==> config.mk <==
export PLATFORM = sky130hd
export DESIGN_NAME = fb_write_arbiter
export DESIGN_NICKNAME = d
export VERILOG_FILES = /design/src/rtl/led_pkg.sv /design/src/rtl/arb_row_protect.sv /design/src/rtl/fb_write_arbiter.sv
export SDC_FILE = /design/constraint.sdc
export NUM_CORES = 1
export LEC_CHECK = 0
export BUFFER_PORTS_ARGS = -buffer_cell sky130_fd_sc_hd__buf_2
export CAP_MARGIN = 20
export CORE_ASPECT_RATIO = 0.9
export CORE_MARGIN = 8
export CORE_UTILIZATION = 45
export DETAILED_ROUTE_END_ITERATION = 12
export HOLD_SLACK_MARGIN = 0.1
export PLACE_DENSITY = 0.8
export SYNTH_ARGS = -nofsm -noshare
export SYNTH_HDL_FRONTEND = slang
export SYNTH_HIERARCHICAL = 1
export SYNTH_SLANG_ARGS = --single-unit
==> constraint.sdc <==
create_clock -name clk -period 3.9 [get_ports clk]
set_clock_uncertainty 0.1 [all_clocks]
set_input_delay 1.17 -clock clk [delete_from_list [all_inputs] [get_ports clk]]
set_output_delay 1.17 -clock clk [all_outputs]
set_load 0.03 [all_outputs]
==> src/rtl/led_pkg.sv <==
// Shared frame-buffer geometry, arbiter state encoding and a saturating counter helper.
package led_pkg;

  localparam int FB_ADDR_W = 6;
  localparam int FB_DATA_W = 24;
  localparam int ROW_SHIFT = 3;
  localparam int ROW_W     = FB_ADDR_W - ROW_SHIFT;
  localparam int STAT_W    = 16;

  typedef enum logic [1:0] {
    ARB   = 2'd0,
    HOLD0 = 2'd1,
    HOLD1 = 2'd2
  } arb_state_t;

  function automatic logic [STAT_W-1:0] sat_inc(input logic [STAT_W-1:0] v);
    return (&v) ? v : v + 1'b1;
  endfunction

endpackage

==> src/rtl/arb_row_protect.sv <==
// Write eligibility for one requester: a valid write is held off while it targets the row being scanned out.
module arb_row_protect
  import led_pkg::*;
#(
  parameter int ADDR_W  = FB_ADDR_W,
  parameter int ROW_LSB = ROW_SHIFT
) (
  input  logic              valid,
  input  logic [ADDR_W-1:0] addr,
  input  logic [ROW_W-1:0]  scan_row,
  input  logic              scan_busy,
  output logic              eligible,
  output logic              blocked
);

  logic row_hit;

  assign row_hit  = scan_busy && ((addr >> ROW_LSB) == ADDR_W'(scan_row));
  assign eligible = valid && !row_hit;
  assign blocked  = valid && row_hit;

endmodule

==> src/rtl/fb_write_arbiter.sv <==
// Round-robin arbiter with bounded burst lock and scan-row protect for the frame-buffer write port.
// Define ARB_STATS_EN to add the stat_clr input and the stat_wr0/stat_wr1/stat_stall counters.
//
// state | meaning
// ARB   | round-robin between eligible requesters
// HOLD0 | req0 owns the port for a locked burst
// HOLD1 | req1 owns the port for a locked burst
module fb_write_arbiter
  import led_pkg::*;
#(
  parameter int ADDR_W   = FB_ADDR_W,
  parameter int DATA_W   = FB_DATA_W,
  parameter int MAX_HOLD = 16
) (
  input  logic              clk,
  input  logic              rst,
  input  logic              req0_valid,
  output logic              req0_ready,
  input  logic [ADDR_W-1:0] req0_addr,
  input  logic [DATA_W-1:0] req0_data,
  input  logic              req0_lock,
  input  logic              req1_valid,
  output logic              req1_ready,
  input  logic [ADDR_W-1:0] req1_addr,
  input  logic [DATA_W-1:0] req1_data,
  input  logic              req1_lock,
  input  logic [ROW_W-1:0]  scan_row,
  input  logic              scan_busy,
  output logic              fb_we,
  output logic [ADDR_W-1:0] fb_addr,
  output logic [DATA_W-1:0] fb_data,
  output logic              grant_id
`ifdef ARB_STATS_EN
  ,
  input  logic              stat_clr,
  output logic [STAT_W-1:0] stat_wr0,
  output logic [STAT_W-1:0] stat_wr1,
  output logic [STAT_W-1:0] stat_stall
`endif
);

  localparam int HC_W = $clog2(MAX_HOLD + 1);
  localparam logic LOCK_EN = (MAX_HOLD > 1);
  localparam logic [HC_W-1:0] HC_LAST = HC_W'(MAX_HOLD - 1);
  localparam logic [HC_W-1:0] HC_MAX  = HC_W'(MAX_HOLD);

  arb_state_t      state, state_nxt;
  logic [HC_W-1:0] hold_cnt, hold_nxt;
  logic            rr_ptr, rr_nxt;
  logic            elig0, elig1, blk0, blk1;

  arb_row_protect #(.ADDR_W(ADDR_W), .ROW_LSB(ADDR_W - ROW_W)) u_prot0 (
    .valid     (req0_valid),
    .addr      (req0_addr),
    .scan_row  (scan_row),
    .scan_busy (scan_busy),
    .eligible  (elig0),
    .blocked   (blk0)
  );

  arb_row_protect #(.ADDR_W(ADDR_W), .ROW_LSB(ADDR_W - ROW_W)) u_prot1 (
    .valid     (req1_valid),
    .addr      (req1_addr),
    .scan_row  (scan_row),
    .scan_busy (scan_busy),
    .eligible  (elig1),
    .blocked   (blk1)
  );

  always_ff @(posedge clk or posedge rst) begin
    if (rst) begin
      state    <= ARB;
      hold_cnt <= '0;
      rr_ptr   <= 1'b0;
    end else begin
      state    <= state_nxt;
      hold_cnt <= hold_nxt;
      rr_ptr   <= rr_nxt;
    end
  end

  always_comb begin
    state_nxt  = state;
    hold_nxt   = hold_cnt;
    rr_nxt     = rr_ptr;
    req0_ready = 1'b0;
    req1_ready = 1'b0;
    case (state)
      ARB: begin
        hold_nxt = '0;
        // A protected requester loses even when it holds round-robin priority.
        if (elig0 && (!elig1 || !rr_ptr)) begin
          req0_ready = 1'b1;
        end else if (elig1) begin
          req1_ready = 1'b1;
        end
        if (LOCK_EN && req0_ready && req0_lock) begin
          state_nxt = HOLD0;
          hold_nxt  = HC_W'(1);
        end else if (LOCK_EN && req1_ready && req1_lock) begin
          state_nxt = HOLD1;
          hold_nxt  = HC_W'(1);
        end
      end
      HOLD0: begin
        if (!req0_valid) begin
          state_nxt = ARB;
          hold_nxt  = '0;
        end else if (elig0) begin
          req0_ready = 1'b1;
          if (!req0_lock || hold_cnt >= HC_LAST) begin
            state_nxt = ARB;
            hold_nxt  = '0;
          end else if (hold_cnt != HC_MAX) begin
            hold_nxt = hold_cnt + 1'b1;
          end
        end
      end
      HOLD1: begin
        if (!req1_valid) begin
          state_nxt = ARB;
          hold_nxt  = '0;
        end else if (elig1) begin
          req1_ready = 1'b1;
          if (!req1_lock || hold_cnt >= HC_LAST) begin
            state_nxt = ARB;
            hold_nxt  = '0;
          end else if (hold_cnt != HC_MAX) begin
            hold_nxt = hold_cnt + 1'b1;
          end
        end
      end
      default: begin
        state_nxt = ARB;
        hold_nxt  = '0;
      end
    endcase
    // Every grant hands priority to the other side, which also covers forced release.
    if (req0_ready) begin
      rr_nxt = 1'b1;
    end else if (req1_ready) begin
      rr_nxt = 1'b0;
    end
  end

  always_ff @(posedge clk or posedge rst) begin
    if (rst) begin
      fb_we    <= 1'b0;
      fb_addr  <= '0;
      fb_data  <= '0;
      grant_id <= 1'b0;
    end else begin
      fb_we <= req0_ready || req1_ready;
      if (req0_ready) begin
        fb_addr  <= req0_addr;
        fb_data  <= req0_data;
        grant_id <= 1'b0;
      end else if (req1_ready) begin
        fb_addr  <= req1_addr;
        fb_data  <= req1_data;
        grant_id <= 1'b1;
      end
    end
  end

`ifdef ARB_STATS_EN
  always_ff @(posedge clk or posedge rst) begin
    if (rst) begin
      stat_wr0   <= '0;
      stat_wr1   <= '0;
      stat_stall <= '0;
    end else if (stat_clr) begin
      stat_wr0   <= '0;
      stat_wr1   <= '0;
      stat_stall <= '0;
    end else begin
      if (req0_ready) stat_wr0 <= sat_inc(stat_wr0);
      if (req1_ready) stat_wr1 <= sat_inc(stat_wr1);
      if (blk0 || blk1) stat_stall <= sat_inc(stat_stall);
    end
  end
`else
  logic unused_blk;
  assign unused_blk = blk0 ^ blk1;
`endif

endmodule

==> run_results.csv <==
group,metric,value,unit
route,drtIter0Drc,114,
hold_path,hold_class,"register to register",
sta,finalHoldViolations,0,
place,numPortBuffers,103,
route,drc,0,
cells_and_area,insertedDiodeCount,0,
power_and_ir_drop,power.total,2.17,mW
die,die_y,78.9,microns
route,drtAntennaViolNets,0,
flow_run,cap_violations,0,
cts,h-tree-depth,2,
power_and_ir_drop,comb_power_share,50.2,%
cts,cts_resized,0,
die,io_pins,104,
place,gp_congestion,0.812,
global_routing,grt_pass1_vias,1877,
global_routing,track_usage,15.8,%
route,post_drt_via_cell_ratio,5.16,
cts,clockBufferDepth,2,
cells_and_area,syn2layout_area_growth,36.6,%
route,routed-via-count,1795,
sta,period_share,97.4,%
place,placed_cell_area,2570,sq um
die,rows,23,
sta,final-setup-viol-count,0,
setup_path,worst_path_max_delay_cell,"a211oi_4",
die,fp.dieW,85.8,microns
setup_path,worstPathCellList,"buf_2, xnor2_1, nand4_1, and2_1, a21o_1, a211oi_4, buf_2",
yosys,synth_nets,253,
power_and_ir_drop,switchingPower,952,uW
place,preCtsSetupSlack,0.0779,ns
cells_and_area,final_area,2700,sq um
route,wirelength,5520,microns
cts,cts.clk_slew.worst_paths,0.07,ns
cts,clkSinkCount,40,
sta,rsz0062_at_grt,"no",
power_and_ir_drop,ir_worst_vdd,0.000523,V
cts,cts_root_buffer,"clkbuf_8",
setup_path,crit_required,2.63,ns
cts,post_cts_buffers,0,
sta,fmax,263,MHz
global_routing,grt_max_degree,41,
die,start_util,45.5,%
power_and_ir_drop,pwr-share-clk,16.7,%
global_routing,grt_pass1_wl,8620,microns
power_and_ir_drop,power_density,803,nW/um^2
route,firstDrtPassIters,7,
power_and_ir_drop,switching_share,44.0,%
sta,maxSlewHeadroom,51.5,%
yosys,synth_cells,180,
outcome,status,"finished, final reports clean",
sta,tns,0,ns
die,fp.dieArea,6770,sq um
sta,min_period,3.80,ns
setup_path,cp-start-kind,"input port",
setup_path,cp_common_cell,"buf_2",
cts,cts_hold_buffers,0,
sta,timing.final.ws_setup,0.103,ns
setup_path,max_stage_delay,0.25,ns
setup_path,cp_max_fo,2,
power_and_ir_drop,cellLeakagePower,1.48,nW
cells_and_area,nets,358,
sta,whs,0.373,ns
cts,cts_tree,"built",
yosys,synth.avg_cell_area,11.0,sq um
yosys,synthesis.area,1980,sq um
global_routing,grt_overflow,0,
setup_path,cp_data_arrival_time,2.53,ns
cts,clock_latency,0.28,ns
setup_path,crit_type,"input port to output port",
cells_and_area,drive_gt1_share,41.6,%
power_and_ir_drop,internal_power,1.21,mW
sta,worst_pin_slew,0.726,ns
place,hpwl,4300,microns
sta,slew_viol_final,0,
die,core-area,4350,sq um
route,routedWlPerCell,15.9,microns
power_and_ir_drop,pwr-share-seq,33.1,%
global_routing,antenna_found_initial,0,
cts,cts_buffers,5,
yosys,synth_warnings,6,
setup_path,critPathCaptureType,"output port",
==> path summary, 6_finish.rpt <==
kind	start	end	slack (ns)	cells after the start
min	fb_addr[3]	fb_addr[3]	0.37	1
max reg2reg	hold_cnt[0]	hold_cnt[0]	1.46	7
min reg2reg	fb_addr[3]	fb_addr[3]	0.37	1
max	scan_row[2]	req0_ready	0.10	7
max in group asynchronous	rst	fb_addr[5]	2.46	3
min in group asynchronous	rst	fb_data[7]	0.90	3
==> worst max-delay path: cells and delay by family <==
kind            cells  cell delay [ns]
compound gates      2             0.46
xor+xnor            1             0.22
buf+inv             2             0.35
simple gates        2             0.32
==> metrics by stage <==
step / utilization, % / cells
6_report: 62.1 / 348
4_1_cts: 62.1 / 348
5_1_grt: 62.1 / 348
3_3_place_gp: 59.2 / 340
2_1_floorplan: - / 180
3_5_place_dp: 59.2 / 340
==> cell usage in the layout (no fill, tap or decap), types with 2 or more instances in the layout <==
master,count
o21ai_1,6
nor2_1,6
xnor2_1,6
o21ai_0,3
nand4_1,3
nand2b_1,3
ha_1,3
nand2_1,13
and2_1,2
mux2i_1,6
a21o_1,25
o2111ai_1,2
buf_4,5
nand4b_1,2
o22ai_1,2
buf_2,103
a22o_1,24
inv_1,8
dfrtp_1,40
clkbuf_8,7
==> per-layer routing <==
layer | part of all wire (%) | global-route usage (%) | up-vias
li1 | - | - | 873
met1 | 42 | 18.3 | 861
met5 | 0 | 0 | -
met2 | 51 | 28.2 | 59
met4 | 0.25 | 4.20 | 0
met3 | 5.9 | 4.23 | 2
==> area by class of cell <==
class	count	area [sq um]
Clock buffer	7	96.3
Fill cell	380	1650
Clock inverter	1	30.0
Tap cell	62	77.6
Inverter	8	30.0
Sequential cell	40	1000
Timing Repair Buffer	108	553
Multi-Input combinational cell	122	911
==> flip-flops by register name (all words and copies together) (netlist names) <==
| register | flops |
|---|---|
| grant_id | 1 |
| rr_ptr | 1 |
| fb_data | 24 |
| state | 2 |
| fb_addr | 6 |
| hold_cnt | 5 |
| fb_we | 1 |
==> power groups by stage <==
stage / clock, mW / combinational [mW] / sequential, mW
after detailed placement: 0 / 1.11 / 0.722
final: 0.362 / 1.09 / 0.718
after global placement: 0 / 1.08 / 0.713
after floorplan: 0 / 0.440 / 1.04
after CTS: 0.371 / 1.11 / 0.717
after global routing: 0.390 / 1.16 / 0.748
Power figures use the tool's default switching activity.
